File: src/rtl/title_pkg.sv
// Shared types and helpers for the title/game scene sequencer.
package title_pkg;

  typedef enum logic [2:0] {
    T_IN   = 3'd0,
    T_SHOW = 3'd1,
    T_OUT  = 3'd2,
    G_IN   = 3'd3,
    G_RUN  = 3'd4,
    G_OUT  = 3'd5
  } scene_state_e;

  typedef enum logic {
    SCENE_TITLE = 1'b0,
    SCENE_GAME  = 1'b1
  } scene_e;

  localparam logic [3:0] BRIGHT_MAX = 4'd15;

  typedef struct packed {
    logic [3:0] r;
    logic [3:0] g;
    logic [3:0] b;
  } rgb_t;

  // One channel scaled by level/15, truncated; the 8-bit product tops out at 225.
  function automatic logic [3:0] scale_ch(input logic [3:0] c, input logic [3:0] lvl);
    logic [7:0] prod;
    prod = 8'(c) * 8'(lvl);
    return 4'(prod / 8'd15);
  endfunction

endpackage

File: src/rtl/color_scaler.sv
// Registered 3-channel brightness scaler with blanking; one cycle of latency.
module color_scaler
  import title_pkg::*;
(
  input  logic       clk,
  input  logic       rst_n,
  input  logic       blank,
  input  logic [3:0] level,
  input  rgb_t       pix_in,
  output rgb_t       pix_out
);

  rgb_t pix_d, pix_q;

  always_comb begin
    pix_d = '0;
    if (blank) begin
      pix_d.r = scale_ch(pix_in.r, level);
      pix_d.g = scale_ch(pix_in.g, level);
      pix_d.b = scale_ch(pix_in.b, level);
    end
  end

  always_ff @(posedge clk or negedge rst_n) begin
    if (!rst_n) pix_q <= '0;
    else        pix_q <= pix_d;
  end

  assign pix_out = pix_q;

endmodule

File: src/rtl/title_scene_ctrl.sv
// Title/game scene sequencer with frame-rate fades, start-key edge detect and blink overlay.
// Define FADE_BYPASS_EN to make every fade complete on the first frame tick after entry.
module title_scene_ctrl
  import title_pkg::*;
#(
  parameter int unsigned FADE_STEP_FRAMES = 4,
  parameter int unsigned BLINK_FRAMES     = 30
) (
  input  logic       vga_clk,
  input  logic       reset_n,
  input  logic       vsync,
  input  logic       blank,
  input  logic       start_key,
  input  logic       game_over,
  input  logic [3:0] red_in,
  input  logic [3:0] green_in,
  input  logic [3:0] blue_in,
  output logic       scene_sel,
  output logic       game_run,
  output logic       blink_on,
  output logic [3:0] brightness,
  output logic [3:0] red,
  output logic [3:0] green,
  output logic [3:0] blue
);

  localparam int unsigned STEP_W  = $clog2(FADE_STEP_FRAMES + 1);
  localparam int unsigned BLINK_W = $clog2(BLINK_FRAMES + 1);
  localparam logic [STEP_W-1:0]  STEP_LAST  = STEP_W'(FADE_STEP_FRAMES - 1);
  localparam logic [BLINK_W-1:0] BLINK_LAST = BLINK_W'(BLINK_FRAMES - 1);

  scene_state_e        state_q, state_d;
  scene_e              scene_q, scene_d;
  logic [3:0]          bright_q, bright_d;
  logic [STEP_W-1:0]   step_q, step_d;
  logic [BLINK_W-1:0]  blink_cnt_q, blink_cnt_d;
  logic                blink_q, blink_d;
  logic                run_q, run_d;
  logic                vsync_q, start_q, start_d;

  logic                frame_tick_c;
  logic                step_wrap_c;
  logic [3:0]          bright_up_c, bright_dn_c;

  assign frame_tick_c = vsync_q & ~vsync;

  // Candidate brightness for this tick in a fade-in or fade-out state.
  always_comb begin
`ifdef FADE_BYPASS_EN
    step_wrap_c = 1'b1;
    bright_up_c = BRIGHT_MAX;
    bright_dn_c = 4'd0;
`else
    step_wrap_c = (step_q == STEP_LAST);
    bright_up_c = bright_q;
    bright_dn_c = bright_q;
    if (step_wrap_c && bright_q != BRIGHT_MAX) bright_up_c = bright_q + 4'd1;
    if (step_wrap_c && bright_q != 4'd0)       bright_dn_c = bright_q - 4'd1;
`endif
  end

  always_comb begin
    state_d     = state_q;
    scene_d     = scene_q;
    bright_d    = bright_q;
    step_d      = step_q;
    blink_cnt_d = blink_cnt_q;
    blink_d     = blink_q;
    run_d       = run_q;
    start_d     = frame_tick_c ? start_key : start_q;

    case (state_q)
      T_IN, G_IN: begin
        if (frame_tick_c) begin
          bright_d = bright_up_c;
          step_d   = step_wrap_c ? '0 : step_q + STEP_W'(1);
          if (bright_d == BRIGHT_MAX) begin
            step_d = '0;
            if (state_q == T_IN) begin
              state_d     = T_SHOW;
              blink_d     = 1'b1;
              blink_cnt_d = '0;
            end else begin
              state_d = G_RUN;
              run_d   = 1'b1;
            end
          end
        end
      end
      T_SHOW: begin
        if (frame_tick_c) begin
          if (blink_cnt_q == BLINK_LAST) begin
            blink_cnt_d = '0;
            blink_d     = ~blink_q;
          end else begin
            blink_cnt_d = blink_cnt_q + BLINK_W'(1);
          end
          // Rising edge at frame rate: a key already held at the previous tick is ignored.
          if (start_key && !start_q) begin
            state_d = T_OUT;
            step_d  = '0;
            blink_d = 1'b0;
          end
        end
      end
      T_OUT, G_OUT: begin
        if (frame_tick_c) begin
          bright_d = bright_dn_c;
          step_d   = step_wrap_c ? '0 : step_q + STEP_W'(1);
          if (bright_d == 4'd0) begin
            step_d = '0;
            if (state_q == T_OUT) begin
              state_d = G_IN;
              scene_d = SCENE_GAME;
            end else begin
              state_d = T_IN;
              scene_d = SCENE_TITLE;
            end
          end
        end
      end
      G_RUN: begin
        if (game_over) begin
          state_d = G_OUT;
          run_d   = 1'b0;
          step_d  = '0;
        end
      end
      default: state_d = T_IN;
    endcase
  end

  always_ff @(posedge vga_clk or negedge reset_n) begin
    if (!reset_n) begin
      state_q     <= T_IN;
      scene_q     <= SCENE_TITLE;
      bright_q    <= 4'd0;
      step_q      <= '0;
      blink_cnt_q <= '0;
      blink_q     <= 1'b0;
      run_q       <= 1'b0;
      vsync_q     <= 1'b1;
      start_q     <= 1'b0;
    end else begin
      state_q     <= state_d;
      scene_q     <= scene_d;
      bright_q    <= bright_d;
      step_q      <= step_d;
      blink_cnt_q <= blink_cnt_d;
      blink_q     <= blink_d;
      run_q       <= run_d;
      vsync_q     <= vsync;
      start_q     <= start_d;
    end
  end

  rgb_t pix_in_c, pix_out;

  assign pix_in_c = '{r: red_in, g: green_in, b: blue_in};

  color_scaler u_color_scaler (
    .clk     (vga_clk),
    .rst_n   (reset_n),
    .blank   (blank),
    .level   (bright_q),
    .pix_in  (pix_in_c),
    .pix_out (pix_out)
  );

  assign scene_sel  = scene_q;
  assign game_run   = run_q;
  assign blink_on   = blink_q;
  assign brightness = bright_q;
  assign red        = pix_out.r;
  assign green      = pix_out.g;
  assign blue       = pix_out.b;

endmodule

File: config.mk
export PLATFORM = sky130hd
export DESIGN_NAME = title_scene_ctrl
export DESIGN_NICKNAME = d
export VERILOG_FILES = /design/src/rtl/title_pkg.sv /design/src/rtl/color_scaler.sv /design/src/rtl/title_scene_ctrl.sv
export SDC_FILE = /design/constraint.sdc
export NUM_CORES = 1
export LEC_CHECK = 0
export CAP_MARGIN = 5
export CORE_UTILIZATION = 60
export CTS_CLUSTER_DIAMETER = 30
export DETAILED_ROUTE_END_ITERATION = 10
export GPL_ROUTABILITY_DRIVEN = 0
export PLACE_DENSITY = 0.87
export SKIP_CTS_REPAIR_TIMING = 1
export SYNTH_ARGS = -nofsm -noshare
export SYNTH_HDL_FRONTEND = slang
export SYNTH_SLANG_ARGS = --single-unit
File: constraint.sdc
create_clock -name vga_clk -period 13.8 [get_ports vga_clk]
set_input_delay 1.38 -clock vga_clk [delete_from_list [all_inputs] [get_ports vga_clk]]
set_output_delay 1.38 -clock vga_clk [all_outputs]
set_load 0.05 [all_outputs]
### Word-level counts from Yosys, hierarchy flattened

Cells that the tools add are included.

* add/sub/neg operators: 4
* multiply operators: 3
* divide/modulo/power cells: 3
* equality and inequality tests: 19
* mux-type cells: 44
* bitwise operators: 3
* reductions and logical operators: 20

Operators by type and width (count)
* 2-to-1 mux 3 bit: 16
* 2-to-1 mux 5 bit: 5
* divider 8 x 4 -> 8 bit, second input constant: 3
* multiplier 4 x 4 -> 8 bit: 3
* case mux 3 bit (4 select lines): 2
* inequality test 2 bit, second input constant: 9
* 2-to-1 mux 4 bit: 4
* 2-to-1 mux 12 bit: 1
* AND reduction 6 bit: 2
* 2-to-1 mux 1 bit: 11
* case mux 5 bit (2 select lines): 1
* AND reduction 5 bit: 2
* equality test 3 x 2 -> 1 bit, second input constant: 3
* case mux 4 bit (2 select lines): 1
* nonzero test 4 bit: 2
* AND reduction 7 bit: 1
* equality test 3 bit, second input constant: 2
* AND reduction 3 bit: 2
* nonzero test 2 bit: 3
* adder 5 x 1 -> 5 bit, second input constant: 1
* equality test 5 bit, second input constant: 1
* adder 4 x 1 -> 4 bit, second input constant: 1
* equality test 4 bit, second input constant: 1
* zero test 4 bit: 1
* other kinds (13): 18

* flip-flop bits (word level): 32
* bits of input ports: 18
* word-level logic and storage cells: 108

### Longest topological paths before layout

Gate-level depths: netlist of run 1.

* depth in word-level cells: 7
* depth in mapped cells: 22

### By module

Synthesis of run 1 repeated with hierarchy kept, for this count alone.

* cells, all modules: 551
* area, all modules: 4455.5 µm²

Modules (own cells, without submodules)
* color_scaler: times used 1, cells each 382, area an instance 3026.7 µm², sequential area each 300.3 µm²
* title_scene_ctrl: times used 1, cells each 169, area an instance 1428.9 µm², sequential area each 501.7 µm²

### Worst setup path after synthesis of run 1

No wires, ideal clock.

* kind: input to register
* start point: input red_in[2]
* end point: register u_color_scaler.pix_q, in the netlist u_color_scaler.pix_out[8]
* library setup time: 84 ps
* arrival time: 5457 ps
* data required time: 13716 ps
* setup slack: 8260 ps
* stages: 16
* buffers on the path: 1
* cell sequence: and2_1 fa_1 fa_1 inv_1 fa_1 nand2b_1 a21oi_4 xor2_1 buf_2 nand2_1 a211o_1 o211ai_1 ha_1 xor2_1 or4b_1 a41oi_2

RTL lines
* start: declaration: RTL line title_scene_ctrl.sv:15 `input logic [3:0] red_in,`
* end signal: assignment: RTL line color_scaler.sv:26 `else pix_q <= pix_d;`
* end: declaration: RTL line color_scaler.sv:13 `rgb_t pix_d, pix_q;`

==> results_dict.tcl, run 1 <==
set metrics [dict create \
    yosysWarnings 0 \
    r2r_slack_ns 8.23 \
    setup_viol 0 \
    crit_buf_inv 2 \
    status "finished clean" \
    ys_types 92 \
    crit_start "red_in[0]" \
    maxSlewViolCount 0 \
    start_util 0.628 \
    arrival_ns 6.53 \
    final_layout_size_suffix_gt1_frac 0.0764 \
    slowest_stage "xor2_1" \
    fmax_mhz 158 \
    root_buffer "clkbuf_8" \
    routed_via_density 6.30 \
    hold_viol_final 0 \
    syn_inst 567 \
    p_leak_nw 2.22 \
    drt_wl_total_um 10600 \
    synth-seq-cells 32 \
    grt_antenna_before_repair 0 \
    vias 4331 \
    r2r-start "brightness[2]" \
    cp.required_ns 14.00 \
    crit_end "u_color_scaler.pix_out[8]" \
    cts_sinks 32 \
    hold_class "flop to flop" \
    core.rowCount 31 \
    cp.depth 16 \
    worst_hold_slack_ns 0.500 \
    synth_enable_flop_cells 0 \
    grt_overflow_total 0 \
    route.detailed.drc 0 \
    slew_headroom 0.416 \
    max-vdd-ir-drop_mv 0.0593 \
    pin_count 37 \
    setup_tns_ns 0 \
    fillers 592 \
    critPathTopFamily "adder cells" \
    rsz0062_at_grt "no" \
    synth-seq-area-share 0.173 \
    syn-num-nets 641 \
    worstSetupPathType "input port to flop" \
    cp_max_fo 13 \
    area_growth_pct 9.71 \
    final_antenna_net_count 0 \
    ys_top_cells_by_count "52 x nor2_1, 47 x and2_1, 45 x nand2_1, 44 x ha_1, 34 x o21ai_0" \
    maxCapViolations 0 \
    design_area_sq_um 5070 \
    clock_path_buffers 2 \
    min_period_over_period 0.458 \
    finClkSkew_ns 0.00806 \
    r2r_cells 15 \
    synthFlopType "dfrtp_1" \
    die_area_sq_um 8060 \
    yosysTopAreaCell "dfrtp_1" \
    cts_tree "built" \
    wl_per_cell_um 15.4 \
    place_hpwl_um 8120 \
    start_kind "input port" \
    drtPass1Iterations 4 \
    clkSlewWorstSetupHoldPaths_ns 0.07 \
    dieWidth_um 89.8 \
    syn_area_sq_um 4630 \
    cp-end-kind "flop" \
    async_reset_ff_frac 1.00 \
    worstPathCellList "clkdlybuf4s50_1 -> and2_1 -> fa_1 -> fa_1 -> inv_1 -> fa_1 -> nand2b_1 -> a21oi_4 -> xor2_1 -> nand2_1 -> a211o_1 -> o211ai_1 -> ha_1 -> xor2_1 -> or4b_1 -> a41oi_2" \
    tightest_slew_ns 0.872 \
    core_area_sq_um 7370 \
    synth_most_common_cell "nor2_1" \
    path_common_cell "fa_1" \
    grt_pass1_wl_um 18500 \
    synth_top_area_frac 0.168 \
    htreeDepth 2 \
    place_area_sq_um 4990 \
    drt_iter0_drc 209 \
    nets 662 \
    avgSynthCellArea_sq_um 8.16 \
    die_y_um 89.8 \
    port_buffers 36 \
    clk_latency_ns 0.28 \
    synthTopCellsByArea "dfrtp_1 17%, ha_1 12%, and2_1 6.4%, fa_1 5.2%, nor2_1 4.2%" \
    grt_pass1_vias 4147 \
    cts-buffers-inserted 5 \
    placed_cells 680 \
    critical-path-max-stage-delay_ns 0.72 \
    finalCriticalPeriod_ns 6.32 \
    fin_cells 688 \
    diodes 0 \
    timing.rr.end "u_color_scaler.pix_out[8]" \
    track_usage 0.269 \
    powerDensity_nw_per_um2 119 \
    grt_max_degree 33 \
]
[worst min path at each step]
stage	from	cells past startpoint	end
CTS	step_q[0]	1	step_q[0]
global route	step_q[0]	1	step_q[0]
global placement	step_q[2]	1	step_q[2]
floorplan	blink_cnt_q[4]	1	blink_cnt_q[4]
detailed placement	step_q[0]	1	step_q[0]
finish	step_q[0]	1	step_q[0]
[power breakdown]
group	total (mW)	switching, mW	internal [mW]	leakage [nW]
clock network	0.0676	0.0323	0.0353	0.0422
registers	0.130	0.0255	0.104	0.435
logic	0.405	0.241	0.164	1.74
total	0.602	0.299	0.303	2.22
[worst reg2reg max path: cells and delay by family (launching register included)]
kind | cells | cell delay, ns
xor gates and xnor gates | 2 | 0.80
AOI/OAI and AO/OA | 4 | 0.86
buffers and inverters | 1 | 0.07
and+or+nand+nor | 4 | 1.19
adders and majority gates | 4 | 1.74
DFF | 1 | 0.84
[metrics by stage]
step | worst slack [ns] | power, mW | utilization
global route | 7.11 | 0.650 | 0.689
CTS | 7.51 | 0.600 | 0.689
global placement | 7.37 | 0.512 | 0.678
finish | 7.48 | 0.602 | 0.689
detailed placement | 7.20 | 0.529 | 0.678
floorplan | 8.26 | 0.450 | -
[flip-flops by register name, indices dropped and copies added (netlist names), 3 cells and up]
register,cells
u_color_scaler.pix_out,12
blink_cnt_q,5
brightness,4
state_q,3
step_q,3
[per-layer routing]
| layer | vias up | wire (um) | global-route usage |
|---|---|---|---|
| met5 | - | 0 | 0 |
| met4 | 0 | 147 | 0.0697 |
| met3 | 19 | 438 | 0.0279 |
| met2 | 113 | 5230 | 0.476 |
| met1 | 2076 | 4740 | 0.349 |
| li1 | 2123 | - | - |
[layout by cell type (no fill, tap or decap), types with 3 or more instances in the layout]
| cell | synthesis | final |
|---|---|---|
| nor2_1 | 52 | 52 |
| o21ai_1 | 4 | 4 |
| nor3_1 | 9 | 9 |
| clkdlybuf4s50_1 | 0 | 36 |
| nand2b_1 | 6 | 6 |
| inv_1 | 22 | 22 |
| and3b_1 | 3 | 3 |
| a211o_1 | 5 | 5 |
| a21o_1 | 4 | 4 |
| nand4b_1 | 5 | 5 |
| and2_1 | 47 | 47 |
| o31ai_1 | 9 | 9 |
| o21bai_1 | 3 | 3 |
| o22ai_1 | 6 | 6 |
| a21boi_0 | 3 | 3 |
| o211ai_1 | 6 | 6 |
| o21ai_0 | 34 | 34 |
| a31oi_1 | 10 | 10 |
| mux2_2 | 3 | 3 |
| nor4b_1 | 3 | 3 |
| dfrtp_1 | 31 | 31 |
| clkbuf_8 | 2 | 5 |
| nand2_1 | 45 | 45 |
| xor2_1 | 7 | 7 |
| fa_1 | 12 | 12 |
| nand3_1 | 15 | 15 |
| ha_1 | 44 | 44 |
| or3_1 | 5 | 5 |
| or2_2 | 4 | 4 |
| maj3_1 | 3 | 3 |
| nand3b_1 | 3 | 3 |
| mux2i_1 | 5 | 5 |
| a21oi_1 | 32 | 32 |
| o21a_1 | 5 | 5 |
| and3_1 | 3 | 3 |
| nand4_1 | 6 | 6 |
| xnor2_1 | 11 | 11 |
| nor2b_1 | 8 | 8 |
| a211oi_1 | 4 | 4 |
[layout make-up]
cell class	instances	area, sq um	area share
Clock buffer	7	76.3	0.0150
Multi-Input combinational cell	488	3610	0.711
Timing Repair Buffer	38	375	0.0740
Sequential cell	32	802	0.158
Tap cell	99	124	0.0244
Clock inverter	1	5.00	0.000986
Inverter	23	86.3	0.0170
[cells by family (layout without fill, tap and decap cells)]
kind of cell / after synthesis / after routing / synth area share
simple gates: 233 / 233 / 0.274
mux: 10 / 10 / 0.0262
flops: 32 / 32 / 0.173
fa+ha+maj: 61 / 61 / 0.182
buf+inv: 47 / 69 / 0.0471
xor+xnor: 21 / 21 / 0.0460
compound gates: 163 / 163 / 0.251
No activity file was read; power rests on OpenSTA's default activity.
==> inputs of run 2 (changes only) <==
CORE_UTILIZATION = 55   (was 60)
PLACE_DENSITY = 0.84   (was 0.87)
clock period = 5.2 ns   (was 13.8 ns; I/O delays follow)
==> results_dict.tcl, run 2 (synthesis results as in run 1) <==
set metrics [dict create \
    hp-start "blink_cnt_q[4]" \
    critical-path-max-stage-delay_ns 0.53 \
    layout_common_cells "52 x nor2_1, 46 x and2_1, 45 x nand2_1, 43 x ha_1, 36 x clkdlybuf4s50_1" \
    vias 4487 \
    cp-end-kind "flop" \
    dieWidth_um 93.7 \
    die_area_sq_um 8780 \
    fillers 673 \
    cp.required_ns 5.40 \
    p_clk_frac 0.150 \
    start_kind "input port" \
    min_period_over_period 0.972 \
    powerDensity_nw_per_um2 331 \
    cts_tree "built" \
    pin_count 37 \
    finalCriticalPeriod_ns 5.05 \
    maxSlewViolCount 0 \
    area_growth_pct 15.4 \
    r2r_slack_ns 0.29 \
    wl_per_cell_um 15.9 \
    grt_antenna_before_repair 0 \
    p_leak_nw 2.36 \
    r2r_cells 19 \
    grt_pass1_wl_um 19100 \
    arrival_ns 5.25 \
    hold_viol_final 0 \
    seq_power_share 0.178 \
    cp_max_fo 7 \
    fin_cells 718 \
    final_common_cell "nor2_1" \
    tightest_slew_ns 0.728 \
    grt_max_degree 33 \
    worst_hold_slack_ns 0.493 \
    root_buffer "clkbuf_8" \
    die_y_um 93.7 \
    hold_depth 1 \
    worstPathCellList "clkdlybuf4s50_1 -> and2_4 -> fa_1 -> fa_1 -> inv_1 -> fa_1 -> nand2b_1 -> a21oi_2 -> xor2_4 -> buf_4 -> xnor2_1 -> o22ai_1 -> ha_2 -> nand3_1 -> nor2_1 -> a31oi_2 -> a31oi_2 -> a2111oi_4 -> o21ai_2 -> a221oi_2" \
    start_util 0.566 \
    cts_sinks 32 \
    routed_via_density 6.25 \
    fmax_mhz 198 \
    grt_overflow_total 0 \
    final_antenna_net_count 0 \
    finClkSkew_ns 0.00601 \
    placed_cells 706 \
    netSwitchingFraction 0.475 \
    cp.depth 20 \
    worstSetupPathType "input port to flop" \
    path_common_cell "fa_1" \
    diodes 0 \
    final_layout_size_suffix_gt1_frac 0.124 \
    htreeDepth 2 \
    maxCapViolations 0 \
    drt_iter0_drc 251 \
    slowest_stage "fa_1" \
    cts-buffers-inserted 5 \
    setup_viol 0 \
    track_usage 0.268 \
    core.rowCount 33 \
    core_area_sq_um 8180 \
    max-vdd-ir-drop_mv 0.169 \
    clkSlewWorstSetupHoldPaths_ns 0.07 \
    drt_wl_total_um 11400 \
    route.detailed.drc 0 \
    p_comb_frac 0.673 \
    place_hpwl_um 8680 \
    drtPass1Iterations 5 \
    grt_pass1_vias 4281 \
    cellInternalPower_mw 0.927 \
    switching_power_mw 0.838 \
    min_to "blink_cnt_q[4]" \
    clk_latency_ns 0.29 \
    nets 686 \
    clock_path_buffers 2 \
    r2r-start "brightness[1]" \
    critPathTopFamily "adder cells" \
    hold_class "flop to flop" \
    crit_buf_inv 3 \
    fin_util 0.653 \
    timing.rr.end "u_color_scaler.pix_out[0]" \
    slew_headroom 0.514 \
    port_buffers 36 \
    status "finished clean" \
    largest_reg_flops 12 \
]
## run 2: changes by cell type in the layout (fill, tap and decap cells not counted), moves of 2 or more
cell and delta:
a31oi_2 +2, buf_4 +24, clkbuf_8 +2, clkbuf_1 -2
a31oi_1 -2
## run 2: per-layer routing
metal,vias to the layer above,GRT usage,share of wire
met3,25,0.0267,0.039
met1,2160,0.328,0.43
met4,0,0.105,0.022
met2,136,0.479,0.51
li1,2166,-,-
met5,-,0,0
## run 2: how the worst max path moves through the flow
stage,startpoint,to,slack [ns]
detailed placement,blue_in[2],u_color_scaler.pix_out[0],-0.21
finish,blue_in[2],u_color_scaler.pix_out[0],0.15
CTS,blue_in[2],u_color_scaler.pix_out[0],0.08
floorplan,brightness[2],u_color_scaler.pix_out[0],0.05
global route,blue_in[2],u_color_scaler.pix_out[0],-0.11
global placement,blue_in[2],u_color_scaler.pix_out[0],0.12
## run 2: power groups by stage
| stage | clock network, mW | logic, mW | registers (mW) |
|---|---|---|---|
| 3_3_place_gp | 0 | 1.09 | 0.316 |
| 2_1_floorplan | 0 | 0.824 | 0.371 |
| 6_report | 0.264 | 1.19 | 0.314 |
| 5_1_grt | 0.281 | 1.29 | 0.319 |
| 3_5_place_dp | 0 | 1.15 | 0.316 |
| 4_1_cts | 0.270 | 1.16 | 0.313 |
## run 2: cell type report
class,count,area [sq um],share of cell area
Tap cell,105,131,0.0246
Clock inverter,1,30.0,0.00562
Multi-Input combinational cell,488,3640,0.681
Inverter,23,86.3,0.0162
Clock buffer,7,96.3,0.0180
Sequential cell,32,802,0.150
Timing Repair Buffer,62,556,0.104
## run 2: stage by stage
step / setup slack [ns] / setup TNS (ns) / power, mW / area (sq um)
after global routing: -0.108 / -0.147 / 1.89 / 5340
after global placement: 0.118 / 0 / 1.41 / 5150
after detailed placement: -0.209 / -0.318 / 1.46 / 5150
after CTS: 0.0793 / 0 / 1.74 / 5280
after floorplan: 0.0455 / 0 / 1.20 / 4630
final: 0.148 / 0 / 1.77 / 5340
